===== src/rtl/muldiv_unit.sv =====
// muldiv_unit: iterative multiply/divide unit holding the architectural HI/LO
// registers of the MIPS core.
//
// MULT/MULTU produce a full 2*WIDTH product (HI = upper half, LO = lower
// half). DIV/DIVU produce LO = quotient and HI = remainder; signed division
// truncates toward zero and the remainder follows the sign of the dividend.
// Divide by zero returns HI = a, LO = all ones. MTHI/MTLO writes are taken
// only when idle and not starting an operation.
//
// Latency: start accepted at edge E0 -> busy_o high for WIDTH+1 cycles, then
// HI/LO update together with a one-cycle done_o pulse while busy_o falls.
//
// Handshake: start_i is a request sampled only in IDLE; busy_o doubles as the
// "not ready" indication, so a start_i seen while busy_o is high is dropped,
// never queued. done_o marks the single cycle in which new HI/LO appear.
//
// Ports:
//   clk       in   clock, rising edge
//   rst_n     in   asynchronous active-low reset
//   start_i   in   launch operation (sampled only in IDLE)
//   op_i      in   00 MULT, 01 MULTU, 10 DIV, 11 DIVU
//   a_i       in   operand A (rs)
//   b_i       in   operand B (rt)
//   hi_we_i   in   MTHI write enable
//   lo_we_i   in   MTLO write enable
//   wdata_i   in   MTHI/MTLO write data
//   busy_o    out  operation in progress (registered)
//   done_o    out  one-cycle pulse, HI/LO just updated (registered)
//   hi_o      out  HI register
//   lo_o      out  LO register
//   state_o   out  current FSM state (debug visibility)
module muldiv_unit #(
  parameter int WIDTH = 32
) (
  input  logic             clk,
  input  logic             rst_n,
  input  logic             start_i,
  input  logic [1:0]       op_i,
  input  logic [WIDTH-1:0] a_i,
  input  logic [WIDTH-1:0] b_i,
  input  logic             hi_we_i,
  input  logic             lo_we_i,
  input  logic [WIDTH-1:0] wdata_i,
  output logic             busy_o,
  output logic             done_o,
  output logic [WIDTH-1:0] hi_o,
  output logic [WIDTH-1:0] lo_o,
  output logic [1:0]       state_o
);

  localparam int CW = (WIDTH > 1) ? $clog2(WIDTH) : 1;

  typedef enum logic [1:0] {
    S_IDLE = 2'd0,
    S_CALC = 2'd1,
    S_FIX  = 2'd2
  } state_e;

  state_e           state_q;
  logic [CW-1:0]    cnt_q;
  logic             is_div_q;
  logic             neg_res_q;   // negate product / quotient in FIX
  logic             neg_rem_q;   // negate remainder in FIX
  logic             div0_q;      // divisor was zero
  logic [WIDTH-1:0] b_q;         // multiplicand or divisor magnitude
  logic [WIDTH-1:0] ah_q;        // product upper half / partial remainder
  logic [WIDTH-1:0] al_q;        // multiplier -> product lower half / dividend -> quotient
  logic [WIDTH-1:0] hi_q;
  logic [WIDTH-1:0] lo_q;
  logic             busy_q;
  logic             done_q;

  // Operand preparation at the accepting edge.
  logic             op_signed;
  logic             op_div;
  logic             a_neg;
  logic             b_neg;
  logic [WIDTH-1:0] a_abs;
  logic [WIDTH-1:0] b_abs;

  always_comb begin
    op_signed = ~op_i[0];
    op_div    = op_i[1];
    a_neg     = op_signed & a_i[WIDTH-1];
    b_neg     = op_signed & b_i[WIDTH-1];
    a_abs     = a_neg ? (~a_i + 1'b1) : a_i;
    b_abs     = b_neg ? (~b_i + 1'b1) : b_i;
  end

  // One iteration step and the final sign correction.
  logic [WIDTH:0]     mul_sum;
  logic [WIDTH:0]     div_sh;
  logic               div_ge;
  logic [WIDTH-1:0]   div_sub;
  logic [WIDTH-1:0]   ah_d;
  logic [WIDTH-1:0]   al_d;
  logic [2*WIDTH-1:0] prod_fix;
  logic [WIDTH-1:0]   quot_fix;
  logic [WIDTH-1:0]   rem_fix;
  logic [WIDTH-1:0]   hi_d;
  logic [WIDTH-1:0]   lo_d;

  always_comb begin
    // Shift-add: conditionally add the multiplicand to the upper half, then
    // shift the {carry, upper, lower} chain right by one.
    mul_sum = {1'b0, ah_q} + (al_q[0] ? {1'b0, b_q} : {(WIDTH+1){1'b0}});
    // Restoring divide: shift the next dividend bit into the partial
    // remainder and subtract the divisor only when it fits. The remainder
    // stays below the divisor, so WIDTH bits always hold it.
    div_sh  = {ah_q, al_q[WIDTH-1]};
    div_ge  = (div_sh >= {1'b0, b_q});
    div_sub = div_sh[WIDTH-1:0] - b_q;

    if (is_div_q) begin
      ah_d = div_ge ? div_sub : div_sh[WIDTH-1:0];
      al_d = {al_q[WIDTH-2:0], div_ge};
    end else begin
      ah_d = mul_sum[WIDTH:1];
      al_d = {mul_sum[0], al_q[WIDTH-1:1]};
    end

    prod_fix = neg_res_q ? (~{ah_q, al_q} + 1'b1) : {ah_q, al_q};
    quot_fix = div0_q ? {WIDTH{1'b1}} : (neg_res_q ? (~al_q + 1'b1) : al_q);
    rem_fix  = neg_rem_q ? (~ah_q + 1'b1) : ah_q;

    if (is_div_q) begin
      hi_d = rem_fix;
      lo_d = quot_fix;
    end else begin
      hi_d = prod_fix[2*WIDTH-1:WIDTH];
      lo_d = prod_fix[WIDTH-1:0];
    end
  end

  always_ff @(posedge clk or negedge rst_n) begin
    if (!rst_n) begin
      state_q   <= S_IDLE;
      cnt_q     <= '0;
      is_div_q  <= 1'b0;
      neg_res_q <= 1'b0;
      neg_rem_q <= 1'b0;
      div0_q    <= 1'b0;
      b_q       <= '0;
      ah_q      <= '0;
      al_q      <= '0;
      hi_q      <= '0;
      lo_q      <= '0;
      busy_q    <= 1'b0;
      done_q    <= 1'b0;
    end else begin
      done_q <= 1'b0;
      case (state_q)
        S_IDLE: begin
          if (start_i) begin
            // start takes priority; any MTHI/MTLO in this cycle is dropped.
            state_q   <= S_CALC;
            busy_q    <= 1'b1;
            cnt_q     <= '0;
            is_div_q  <= op_div;
            // A zero divisor keeps the all-ones quotient unsigned; the
            // remainder path then hands back the original dividend.
            neg_res_q <= (a_neg ^ b_neg) & ~(op_div & (b_i == '0));
            neg_rem_q <= op_div & a_neg;
            div0_q    <= op_div & (b_i == '0);
            b_q       <= b_abs;
            ah_q      <= '0;
            al_q      <= a_abs;
          end else begin
            if (hi_we_i) hi_q <= wdata_i;
            if (lo_we_i) lo_q <= wdata_i;
          end
        end
        S_CALC: begin
          ah_q  <= ah_d;
          al_q  <= al_d;
          cnt_q <= cnt_q + CW'(1);
          if (cnt_q == CW'(WIDTH-1)) state_q <= S_FIX;
        end
        S_FIX: begin
          hi_q    <= hi_d;
          lo_q    <= lo_d;
          busy_q  <= 1'b0;
          done_q  <= 1'b1;
          state_q <= S_IDLE;
        end
        default: begin
          state_q <= S_IDLE;
          busy_q  <= 1'b0;
        end
      endcase
    end
  end

  assign busy_o  = busy_q;
  assign done_o  = done_q;
  assign hi_o    = hi_q;
  assign lo_o    = lo_q;
  assign state_o = state_q;

endmodule


===== config.mk =====
export PLATFORM = sky130hd
export DESIGN_NAME = muldiv_unit
export DESIGN_NICKNAME = d
export VERILOG_FILES = /design/src/rtl/muldiv_unit.sv
export SDC_FILE = /design/constraint.sdc
export NUM_CORES = 1
export LEC_CHECK = 0
export CAP_MARGIN = 10
export CORE_MARGIN = 5
export CORE_UTILIZATION = 58
export DETAILED_ROUTE_END_ITERATION = 6
export PLACE_DENSITY = 0.82
export SETUP_SLACK_MARGIN = 0.5
export SLEW_MARGIN = 40
export SYNTH_ARGS = -nofsm -noshare
export SYNTH_HDL_FRONTEND = slang
export SYNTH_SLANG_ARGS = --single-unit

===== constraint.sdc =====
create_clock -name clk -period 4 [get_ports clk]
set_input_delay 0.4 -clock clk [delete_from_list [all_inputs] [get_ports clk]]
set_output_delay 0.4 -clock clk [all_outputs]
set_load 0.02 [all_outputs]

==> impl_metrics.ini <==
[run_status]
status = finished, violations left
violations = negative hold slack

[route]
ant_nets = 0
vias_per_cell = 6.54
via_count = 15100
dr.pass1.iters = 6
dr.first_iter.drc_count = 1896
route.detailed.drc = 0
wl_um = 51000
wl_per_cell_um = 22.2

[floorplan]
floorplan.initialDensity_pct = 59.3
coreArea_sq_mm = 0.0245
fp.dieW_um = 168
rows = 57
fp.dieArea_sq_mm = 0.0283
io_pins = 171
die_h_um = 168

[timing]
slew-limit-headroom_pct = 49.2
finalSetupViolations = 0
period_share_pct = 86.4
setup_tns_ps = 0
holdWs_ps = -51.4
slew_viol_final = 0
timing.final.crit_period_ps = 3460
grt_setup_unrepaired = true
hold_viol = 11
timing.fmax_mhz = 289
tightest_slew_ps = 762
skew_ps = 16.5

[global_routing]
overflow = 0
antenna_found_initial = 2
grt_pass1_vias = 14100
grt_pass1_wl_um = 78900
grt_max_degree = 93
grt_use_total_pct = 35.0

[run]
maxCapViolations = 0

[clock_network]
numCtsBuffers = 17
hold_buffers = 0
clock_tree.root_cell = clkbuf_16
clk_latency_ps = 450
clk_path_buf_depth = 2
cts_max_level = 4
tritoncts = done
cts_num_sinks = 173
clkSlewWorstSetupHoldPaths_ps = 80

[synth]
postSynth.asyncResetShare_pct = 100
synth_top_flop_cell = dfrtp_1
synth-edff-count = 0
synthesis.nets = 1982
synthCells = 1807
synth_area_leaders = dfrtp_1, o21ai_0, ha_1
syn_area_sq_mm = 0.0145
yosys.area.top_type = dfrtp_1
synth_warnings = 0
ys_ff_latch = 173
synth_cell_types = 76
yosysSeqAreaShare_pct = 29.9
syn_avg_cell_area_sq_um = 8.02
synth.top_cell.area_share_pct = 29.9

[final_layout]
drive_above_1_share_pct = 7.88
fillerInstances = 1964
final_util_pct = 71.5
nNetsFinal = 2142
fin_cells = 2304
syn_to_final_growth_pct = 20.7
antenna-diode-count = 0
stdcell_area_sq_mm = 0.0175

[worst_hold_path]
hold_class = in -> async

[setup_path]
path_delay_family = simple AND/OR/NAND/NOR gates
crit_required_ps = 4290
crit_type = reg -> reg
worstRegToRegCells = 12
cp_data_arrival_time_ps = 3740
r2r-end = ah_q[17]
cp-start-kind = flip-flop
reg2reg_from = b_q[21]
reg2reg_slack_ps = 540
critPathCaptureType = flip-flop
critPathMaxStageDelay_ps = 510
path_cells = inv_1 > ha_1 > nand4_1 > nor3_1 > and4_1 > a211oi_1 > o21ai_1 > a311oi_4 > buf_8 > inv_2 > mux2i_1 > o21ai_0
crit_slowest_cell = nor3_1
critPathBufInv = 3
crit_fanout = 22

[power_and_ir_drop]
power.leakage_nw = 7.25
power_switching_mw = 8.87
pwr-share-seq_pct = 21.7
pwr_density_cell_mw_per_mm2 = 997
power_frac_clock_pct = 9.7
power.internal_mw = 8.57
pwr-share-comb_pct = 68.6
switching_share_pct = 50.9
peakVddDrop_mv = 0.553

[placed_design]
place.gp.congestion = 0.992
place_area_sq_mm = 0.0168
dp_hpwl_um = 38800
dp.cells = 2264
port-buffer-count = 170
[worst register-to-register path, delay by kind of cell, from the launching register on]
family / cells / cell delay, ps
and+or+nand+nor: 3 / 1110
adders and majority gates: 1 / 430
DFF: 1 / 350
buffers and inverters: 3 / 520
AOI/OAI and AO/OA: 4 / 620
muxes: 1 / 270
[worst max-delay path by stage]
stage              from       end  cells after the start
2_1_floorplan   ah_q[8]   ah_q[7]                     12
3_3_place_gp    ah_q[8]  ah_q[10]                     11
3_5_place_dp   ah_q[13]  ah_q[10]                     11
4_1_cts        ah_q[13]  ah_q[31]                     11
5_1_grt        ah_q[26]  ah_q[25]                     12
6_report        b_q[21]  ah_q[17]                     12
[placed cells by master (no fill, tap or decap), types with 6 or more instances in the layout]
| cell type | instances |
|---|---|
| o41ai_1 | 10 |
| o31ai_1 | 28 |
| a21o_1 | 43 |
| a221o_1 | 6 |
| o22ai_1 | 26 |
| nor3_1 | 32 |
| and2_1 | 6 |
| nand2b_1 | 16 |
| or4_1 | 11 |
| clkbuf_16 | 17 |
| o21ai_1 | 7 |
| clkdlybuf4s50_1 | 169 |
| nand2_1 | 211 |
| nor2_1 | 121 |
| a211oi_1 | 23 |
| a31oi_1 | 16 |
| nor4_1 | 14 |
| nand3_1 | 20 |
| xnor2_1 | 87 |
| a21oi_1 | 132 |
| o21ai_0 | 218 |
| or3_1 | 22 |
| nor2b_1 | 18 |
| nand4_1 | 13 |
| ha_1 | 67 |
| a22oi_1 | 9 |
| dfrtp_1 | 169 |
| o211ai_1 | 32 |
| o21a_1 | 11 |
| inv_1 | 56 |
| xor2_1 | 81 |
| buf_4 | 71 |
| mux2i_1 | 79 |
| and3_1 | 8 |
[registers in the layout (all words and copies together), names as in the netlist]
signal	flops
busy_o	1
cnt_q	5
b_q	32
neg_rem_q	1
div0_q	1
is_div_q	1
hi_o	32
lo_o	32
done_o	1
state_o	2
neg_res_q	1
ah_q	32
al_q	32
[cell usage after synthesis (32+ instances only)]
master,count
o211ai_1,32
xor2_1,81
nor2_1,121
nand2_1,213
a21o_1,43
a21oi_1,133
o21ai_0,220
nor3_1,32
clkbuf_1,79
mux2i_1,79
inv_1,57
dfrtp_1,173
ha_1,70
xnor2_1,87
[through the flow]
stage / setup WS, ps / hold slack [ps] / power (mW)
after global placement: 505 / 461 / 15.0
after CTS: 475 / 25.9 / 16.9
final: 544 / -51.4 / 17.4
after floorplan: 936 / 104 / 11.2
after detailed placement: 363 / 470 / 15.1
after global routing: 459 / 17.0 / 18.6
[cells by family after synthesis]
logic type | count (synthesis) | share of synthesized area [%]
compound gates | 619 | 26.3
xor+xnor | 168 | 10.1
fa+ha+maj | 72 | 6.32
buf+inv | 165 | 4.49
flops | 173 | 29.9
mux | 83 | 5.76
simple gates | 527 | 17.1
[layout make-up]
type                    instances  area, sq um  area share, %
multi-input cells            1469         9610           54.9
flip-flops and latches        173         4340           24.8
repair buffers                248         2360           13.5
clock buffers                  19          443           2.53
well taps                     324          405           2.32
inverters                      58          218           1.24
clock inverters                13          125          0.715
[what timing repair did]
item	CTS	global route
resized for setup	1	17
setup endpoints to repair	23	31
cloned	0	1
buffers inserted	0	6
pin swaps	0	1
[power by group through the flow]
stage               clock (mW)  combinational (mW)  sequential (mW)
global route              1.75                12.9             3.88
finish                    1.69                12.0             3.79
global placement             0                11.2             3.70
detailed placement           0                11.4             3.75
floorplan                    0                7.47             3.73
CTS                       1.69                11.5             3.72
[layer usage]
metal | track usage (%) | vias to the layer above | part of all wire (%)
li1 | - | 6887 | -
met1 | 49.8 | 7129 | 42
met2 | 52.8 | 890 | 43
met3 | 7.95 | 153 | 11
met4 | 12.2 | 2 | 3.7
met5 | 0 | - | 0.025
Note: power is estimated with default switching activity, not from simulation.
